==> src/rtl/rca_nibble_sequencer.sv <==
// rca_nibble_sequencer: computes WIDTH-bit sums by stepping one 4-bit
// ripple-carry adder across WIDTH/4 nibbles, LSB first, with a registered
// carry between nibbles. Optional subtraction is built when RCA_SEQ_SUB_EN
// is defined; otherwise SUB is ignored.

// 4-bit ripple-carry adder shared by every nibble step.
module rca4 (
    input  logic [3:0] a,
    input  logic [3:0] b,
    input  logic       cin,
    output logic [3:0] sum,
    output logic       cout
);
    // Ripple the carry through four full adders.
    always_comb begin
        logic c;
        c = cin;
        for (int i = 0; i < 4; i++) begin
            sum[i] = a[i] ^ b[i] ^ c;
            c      = (a[i] & b[i]) | (c & (a[i] ^ b[i]));
        end
        cout = c;
    end
endmodule

module rca_nibble_sequencer #(
    parameter int WIDTH = 16
) (
    input  logic             CLK,
    input  logic             RST,
    input  logic             START,
    input  logic [WIDTH-1:0] A,
    input  logic [WIDTH-1:0] B,
    input  logic             CIN,
    input  logic             SUB,
    output logic             READY,
    output logic             BUSY,
    output logic             DONE,
    output logic [WIDTH-1:0] SUM,
    output logic             COUT
);
    localparam int NIBBLES = WIDTH / 4;
    localparam int IDX_W   = (NIBBLES > 1) ? $clog2(NIBBLES) : 1;
    localparam logic [IDX_W-1:0] LAST_IDX = IDX_W'(NIBBLES - 1);

    typedef enum logic [1:0] {
        S_IDLE = 2'd0,
        S_RUN  = 2'd1,
        S_DONE = 2'd2
    } state_t;

    state_t           state_q, state_d;
    logic [WIDTH-1:0] a_q, a_d;
    logic [WIDTH-1:0] b_q, b_d;
    logic             carry_q, carry_d;
    logic [IDX_W-1:0] idx_q, idx_d;
    logic [WIDTH-1:0] sum_q, sum_d;
    logic             cout_q, cout_d;

    logic             accept;
    logic [3:0]       a_nib, b_nib, add_sum;
    logic             add_cout;
    logic [WIDTH-1:0] b_load;
    logic             carry_load;

    assign accept = START && (state_q == S_IDLE || state_q == S_DONE);

`ifdef RCA_SEQ_SUB_EN
    // Subtraction stores the inverted B and forces carry-in to 1 (two's complement).
    always_comb begin
        b_load     = SUB ? ~B : B;
        carry_load = SUB ? 1'b1 : CIN;
    end
`else
    logic unused_sub;
    assign unused_sub = SUB;

    // Addition only: operands pass straight through.
    always_comb begin
        b_load     = B;
        carry_load = CIN;
    end
`endif

    // Select the operand nibbles addressed by the current index.
    always_comb begin
        a_nib = '0;
        b_nib = '0;
        for (int n = 0; n < NIBBLES; n++) begin
            if (idx_q == IDX_W'(n)) begin
                a_nib = a_q[4*n +: 4];
                b_nib = b_q[4*n +: 4];
            end
        end
    end

    rca4 u_rca4 (
        .a    (a_nib),
        .b    (b_nib),
        .cin  (carry_q),
        .sum  (add_sum),
        .cout (add_cout)
    );

    // State register.
    always_ff @(posedge CLK) begin
        if (RST) state_q <= S_IDLE;
        else     state_q <= state_d;
    end

    // Next-state logic.
    always_comb begin
        state_d = state_q;
        case (state_q)
            S_IDLE:  if (accept) state_d = S_RUN;
            S_RUN:   if (idx_q == LAST_IDX) state_d = S_DONE;
            S_DONE:  state_d = accept ? S_RUN : S_IDLE;
            default: state_d = S_IDLE;
        endcase
    end

    // Handshake outputs decoded from the state.
    always_comb begin
        READY = 1'b0;
        BUSY  = 1'b0;
        DONE  = 1'b0;
        case (state_q)
            S_IDLE:  READY = 1'b1;
            S_RUN:   BUSY  = 1'b1;
            S_DONE:  begin READY = 1'b1; DONE = 1'b1; end
            default: READY = 1'b0;
        endcase
    end

    // Datapath next values: capture on accept, write one result nibble per RUN cycle.
    always_comb begin
        a_d     = a_q;
        b_d     = b_q;
        carry_d = carry_q;
        idx_d   = idx_q;
        sum_d   = sum_q;
        cout_d  = cout_q;
        if (accept) begin
            a_d     = A;
            b_d     = b_load;
            carry_d = carry_load;
            idx_d   = '0;
        end else if (state_q == S_RUN) begin
            for (int n = 0; n < NIBBLES; n++) begin
                if (idx_q == IDX_W'(n)) sum_d[4*n +: 4] = add_sum;
            end
            carry_d = add_cout;
            if (idx_q == LAST_IDX) begin
                cout_d = add_cout;
                idx_d  = '0;
            end else begin
                idx_d = idx_q + 1'b1;
            end
        end
    end

    // Control and result registers; these have defined reset values.
    always_ff @(posedge CLK) begin
        if (RST) begin
            carry_q <= 1'b0;
            idx_q   <= '0;
            sum_q   <= '0;
            cout_q  <= 1'b0;
        end else begin
            carry_q <= carry_d;
            idx_q   <= idx_d;
            sum_q   <= sum_d;
            cout_q  <= cout_d;
        end
    end

    // Operand registers are only read after a capture, so they need no reset.
    always_ff @(posedge CLK) begin
        a_q <= a_d;
        b_q <= b_d;
    end

    assign SUM  = sum_q;
    assign COUT = cout_q;
endmodule

==> config.mk <==
export PLATFORM = sky130hd
export DESIGN_NAME = rca_nibble_sequencer
export DESIGN_NICKNAME = d
export VERILOG_FILES = /design/src/rtl/rca_nibble_sequencer.sv
export SDC_FILE = /design/constraint.sdc
export NUM_CORES = 1
export LEC_CHECK = 0
export ABC_AREA = 1
export ABC_CLOCK_PERIOD_IN_PS = 7900
export CAP_MARGIN = 40
export CORE_ASPECT_RATIO = 0.7
export CORE_MARGIN = 2
export CORE_UTILIZATION = 55
export CTS_BUF_LIST = sky130_fd_sc_hd__clkbuf_8
export DETAILED_ROUTE_END_ITERATION = 8
export GPL_TIMING_DRIVEN = 0
export PLACE_DENSITY_LB_ADDON = 0.2
export SYNTH_ARGS = -nofsm -noshare
export SYNTH_HDL_FRONTEND = slang
export SYNTH_SLANG_ARGS = --single-unit
==> constraint.sdc <==
create_clock -name CLK -period 7.9 [get_ports CLK]
set_clock_uncertainty 0.15 [all_clocks]
set_input_delay 1.975 -clock CLK [delete_from_list [all_inputs] [get_ports CLK]]
set_output_delay 1.975 -clock CLK [all_outputs]
set_load 0.05 [all_outputs]
== After elaboration in Yosys (flattened, before gate mapping) ==
Cells that the tools add are included.

* Flip-flop bits (word level): 54
* Input bits: 37
* Word-level logic and storage cells: 69

* Add/sub/neg operators: 1
* Eq/ne operators: 7
* Mux-type cells: 18
* Bitwise gates (word level): 21
* Reduce and logical (&&, ||, !) cells: 12

{| class="wikitable"
|+ Operator list
! kind !! number
|-
| 4-bit 2-to-1 mux || 8
|-
| 3-bit AND reduction || 4
|-
| 1-bit AND || 8
|-
| 1-bit XOR || 8
|-
| 2-bit == test, second input constant || 3
|-
| 1-bit 2-to-1 mux || 6
|-
| 2-bit 2-to-1 mux || 3
|-
| 2-bit one-hot mux with 3 select lines || 1
|-
| 2-bit by 1-bit == test with 1-bit output, second input constant || 2
|-
| 2-bit logical NOT || 2
|-
| 2-bit inequality test, second input constant || 2
|-
| 1-bit OR || 4
|-
| 2-bit OR reduction || 2
|-
| 2-bit by 1-bit adder with 2-bit output, second input constant || 1
|-
| 2-bit AND reduction || 1
|-
| 2-bit nonzero test || 1
|-
| 1-bit logical AND || 1
|-
| 1-bit logical OR || 1
|-
| 1-bit NOT || 1
|}

== Logic depth before layout (Yosys ltp) ==
* Depth after elaboration: 16
* Depth in mapped cells: 17

== By module ==
Synthesis repeated with hierarchy kept, for this count alone.

* Cell total of the unflattened synthesis: 261
* Area, all modules: 2354.8 sq um

{| class="wikitable"
|+ Modules (own cells, without submodules)
! module !! times used !! cells an instance !! area each (sq um) !! sequential area each (sq um)
|-
| rca_nibble_sequencer || 1 || 247 || 2237.1 || 1401.3
|-
| rca4 || 1 || 14 || 117.6 || 0.0
|}

== Worst setup path after synthesis ==
No wires, ideal clock.

* Path kind: in2reg
* Start: input START
* End: register a_q[0] (enable)
* Arrival: 2.723 ns
* Data required time: 7.363 ns
* Path slack: 4.641 ns
* Cell stages on the path: 2
* Path buffers: 0
* Path through: nand2_1 inv_1

* Word-level cells in the longest chain between the ends: 1

{| class="wikitable"
|+ Ends and longest elaborated chain
! item !! line !! source
|-
| start: declaration || 31 || <nowiki>input logic START,</nowiki>
|-
| 1-bit logical AND || 66 || <nowiki>assign accept = START && (state_q == S_IDLE || state_q == S_DONE);</nowiki>
|-
| via accept || 60 || <nowiki>logic accept;</nowiki>
|-
| end signal: assignment || 179 || <nowiki>a_q <= a_d;</nowiki>
|-
| end: declaration || 53 || <nowiki>logic [WIDTH-1:0] a_q, a_d;</nowiki>
|}

The timed path passes the listed nets, and every way through them passes these cells.
A chain may end at the register's enable or synchronous reset.

== Worst setup path after layout ==
* Start: register state_q[0]
* End: output BUSY

* Word-level cells in the longest chain between the ends: 2

{| class="wikitable"
|+ Ends and longest elaborated chain
! item !! line !! source
|-
| start: declaration || 52 || <nowiki>state_t state_q, state_d;</nowiki>
|-
| start signal: assignment || 108 || <nowiki>else state_q <= state_d;</nowiki>
|-
| 2-bit by 1-bit == test with 1-bit output || 127 || <nowiki>case (state_q)</nowiki>
|-
| 1-bit 2-to-1 mux || 127 ||
|-
| end: declaration || 37 || <nowiki>output logic BUSY,</nowiki>
|}

No other way between the ends.

==> flow_summary.toml <==
[placed_design]
placed_cell_area_sq_um = 3000
dp_hpwl_um = 3510
gp_congestion = 0.811
place_ws_ps = 4250
io_buffers = 55

[clocking]
path_clk_slew_ps = 90
cts_hold_buffers = 0
cts_tree = "done"
post-cts-setup-buffers = 0
post_cts_resized = 0
cts_buffers = 5
cts_root_buf = "clkbuf_8"
htree_levels = 2
clkLatencyLatePin_ps = 310
clockBufferDepth = 2
clock-sinks = 54

[floorplan]
die-width_um = 82.2
die_h_um = 58.7
fp.coreArea_sq_um = 4020
rows = 19
start_util_pct = 58.6
dieArea_sq_um = 4830
io_pins = 57

[grt]
grt_max_degree = 25
grt_pass1_wl_um = 7820
met1_usage_pct = 30.6
grt_usage_pct = 21.9
met2_usage_pct = 35.0
grt_pass1_vias = 1758
antenna_found_initial = 0
gr-max-usage-layer = "met2"
grt_util_met3_pct = 4.45
overflow = 0

[cells_and_area]
postLayoutCoreUtil_pct = 76.8
n_antenna_cell = 0
area_growth_syn_to_layout_pct = 31.1
seq_area_sq_um = 1400
drive_above_1_share_pct = 7.21
fin_area_sq_um = 3090
multiInputGateArea_sq_um = 787
nets = 363
final_common_cell = "nand2_1"
final_cell_mix = "72 x nand2_1, 55 x clkdlybuf4s50_1, 45 x nor2_1"
fillCellCount = 285

[route]
drt_first_pass_iters = 4
dr_total_vias = 1809
drtAntennaViolNets = 0
wl_per_cell_um = 12.8
drt_iter0_markers = 90
drc = 0
drt_wl_total_um = 4730
via_per_inst = 4.88

[synth]
yosys.area.top_type = "edfxtp_1"
synth_top_area_share_pct = 40.8
syn_area_sq_um = 2350
syn_nets = 300
ys_types = 17
yosysWarningCount = 0
synth_area_leaders = "edfxtp_1 41%, dfxtp_1 19%, nand2_1 11%"
post_synth.cell_area_avg_sq_um = 9.23
synth_seq_area_share_pct = 59.5
ys_ff_latch = 54
netlist_instances = 255

[sta]
fin_crit_sh_pct = 50.5
fin_tns_setup_ps = 0
setup_violations = 0
worst_pin_slew_ps = 523
grt_setup_unrepaired = "false"
drv_slew = 0
hold_violations = 0
relSlewSlack_pct = 65.0
period_needed_ps = 3990
max_freq_mhz = 251
worst_slack_ps = 3910

[power]
power_density_nw_per_um2 = 189
power.static_leakage_nw = 1.39
ir_worst_vdd_mv = 0.128

[critical_path]
slowest_delay_ps = 840
crit_fanout = 9
worstReg2RegStart = "idx_q[0]"
worstPathCellList = "inv_2 -> nor2_8 -> clkdlybuf4s50_1"
cp.required_ps = 5780
critical_path.top_delay_family = "buffers and inverters"
arrival_ps = 1860
crit_buf_inv = 2
crit_type = "flop to output pin"
r2r_slack_ps = 4450
cp_slowest_cell = "clkdlybuf4s50_1"
critPathCaptureType = "output pin"
critPathLaunch = "state_q[0]"
start_kind = "flop"

[worst_hold_path]
min_path_type = "flop to flop"
worstHoldStart = "COUT"

[job]
maxCapViolations = 0

[outcome]
run_status = "completed"
==> metrics by stage <==
step | instances | power (mW) | hold slack, ps
floorplan | 255 | 0.392 | 324
global placement | 362 | 0.434 | 305
detailed placement | 363 | 0.438 | 337
CTS | 371 | 0.588 | 350
global route | 371 | 0.615 | 367
finish | 371 | 0.584 | 343
==> power by group <==
part | switching, mW | internal, mW | total [mW]
combinational | 0.0662 | 0.0458 | 0.112
sequential | 0.00559 | 0.315 | 0.320
clock | 0.0886 | 0.0625 | 0.151
total | 0.160 | 0.423 | 0.584
==> kinds of logic after synthesis <==
group	synth area share, %
flip-flops	59.5
adder cells (fa/ha/maj)	5.53
AND/OR/NAND/NOR	24.4
AO/OA/AOI/OAI	3.51
buffers and inverters	7.02
==> per-layer routing <==
metal,wire length (um),up-vias
met5,0,-
met4,36,0
met3,257,5
met2,2200,44
met1,2240,845
li1,-,915
==> tightest hold or removal path, cell delays in order, from the launching register on <==
cell,delay [ps]
dfxtp_1,330
nand3_1,80
nand2_1,50
==> cell usage after synthesis (all sizes together) <==
master / number
nand2: 76
nor2: 46
inv: 36
edfxtp: 32
dfxtp: 22
a21oi: 15
nand3: 10
buf: 6
fa: 4
ha: 4
a21boi: 1
nand3b: 1
nand4: 1
or2: 1
==> worst paths after layout <==
check,end,cells after the start
worst max-delay path,BUSY,3
worst max register to register,carry_q,16
worst min register to register,COUT,2
worst min-delay path,COUT,2
==> sequential cells by signal (all words and copies together), names as in the netlist <==
signal / cells
COUT: 1
a_q: 16
idx_q: 2
SUM: 16
b_q: 16
state_q: 2
carry_q: 1
==> cell type report <==
type                       count  area share, %
sequential                    54           45.4
clock buffer                   5           2.23
timing repair buffer          56           18.7
multi-input combinational    159           25.5
inverter                      36           4.38
tap                           52           2.11
buffer                         6          0.973
clock inverter                 3          0.649
No activity file was read; power rests on OpenSTA's default activity.
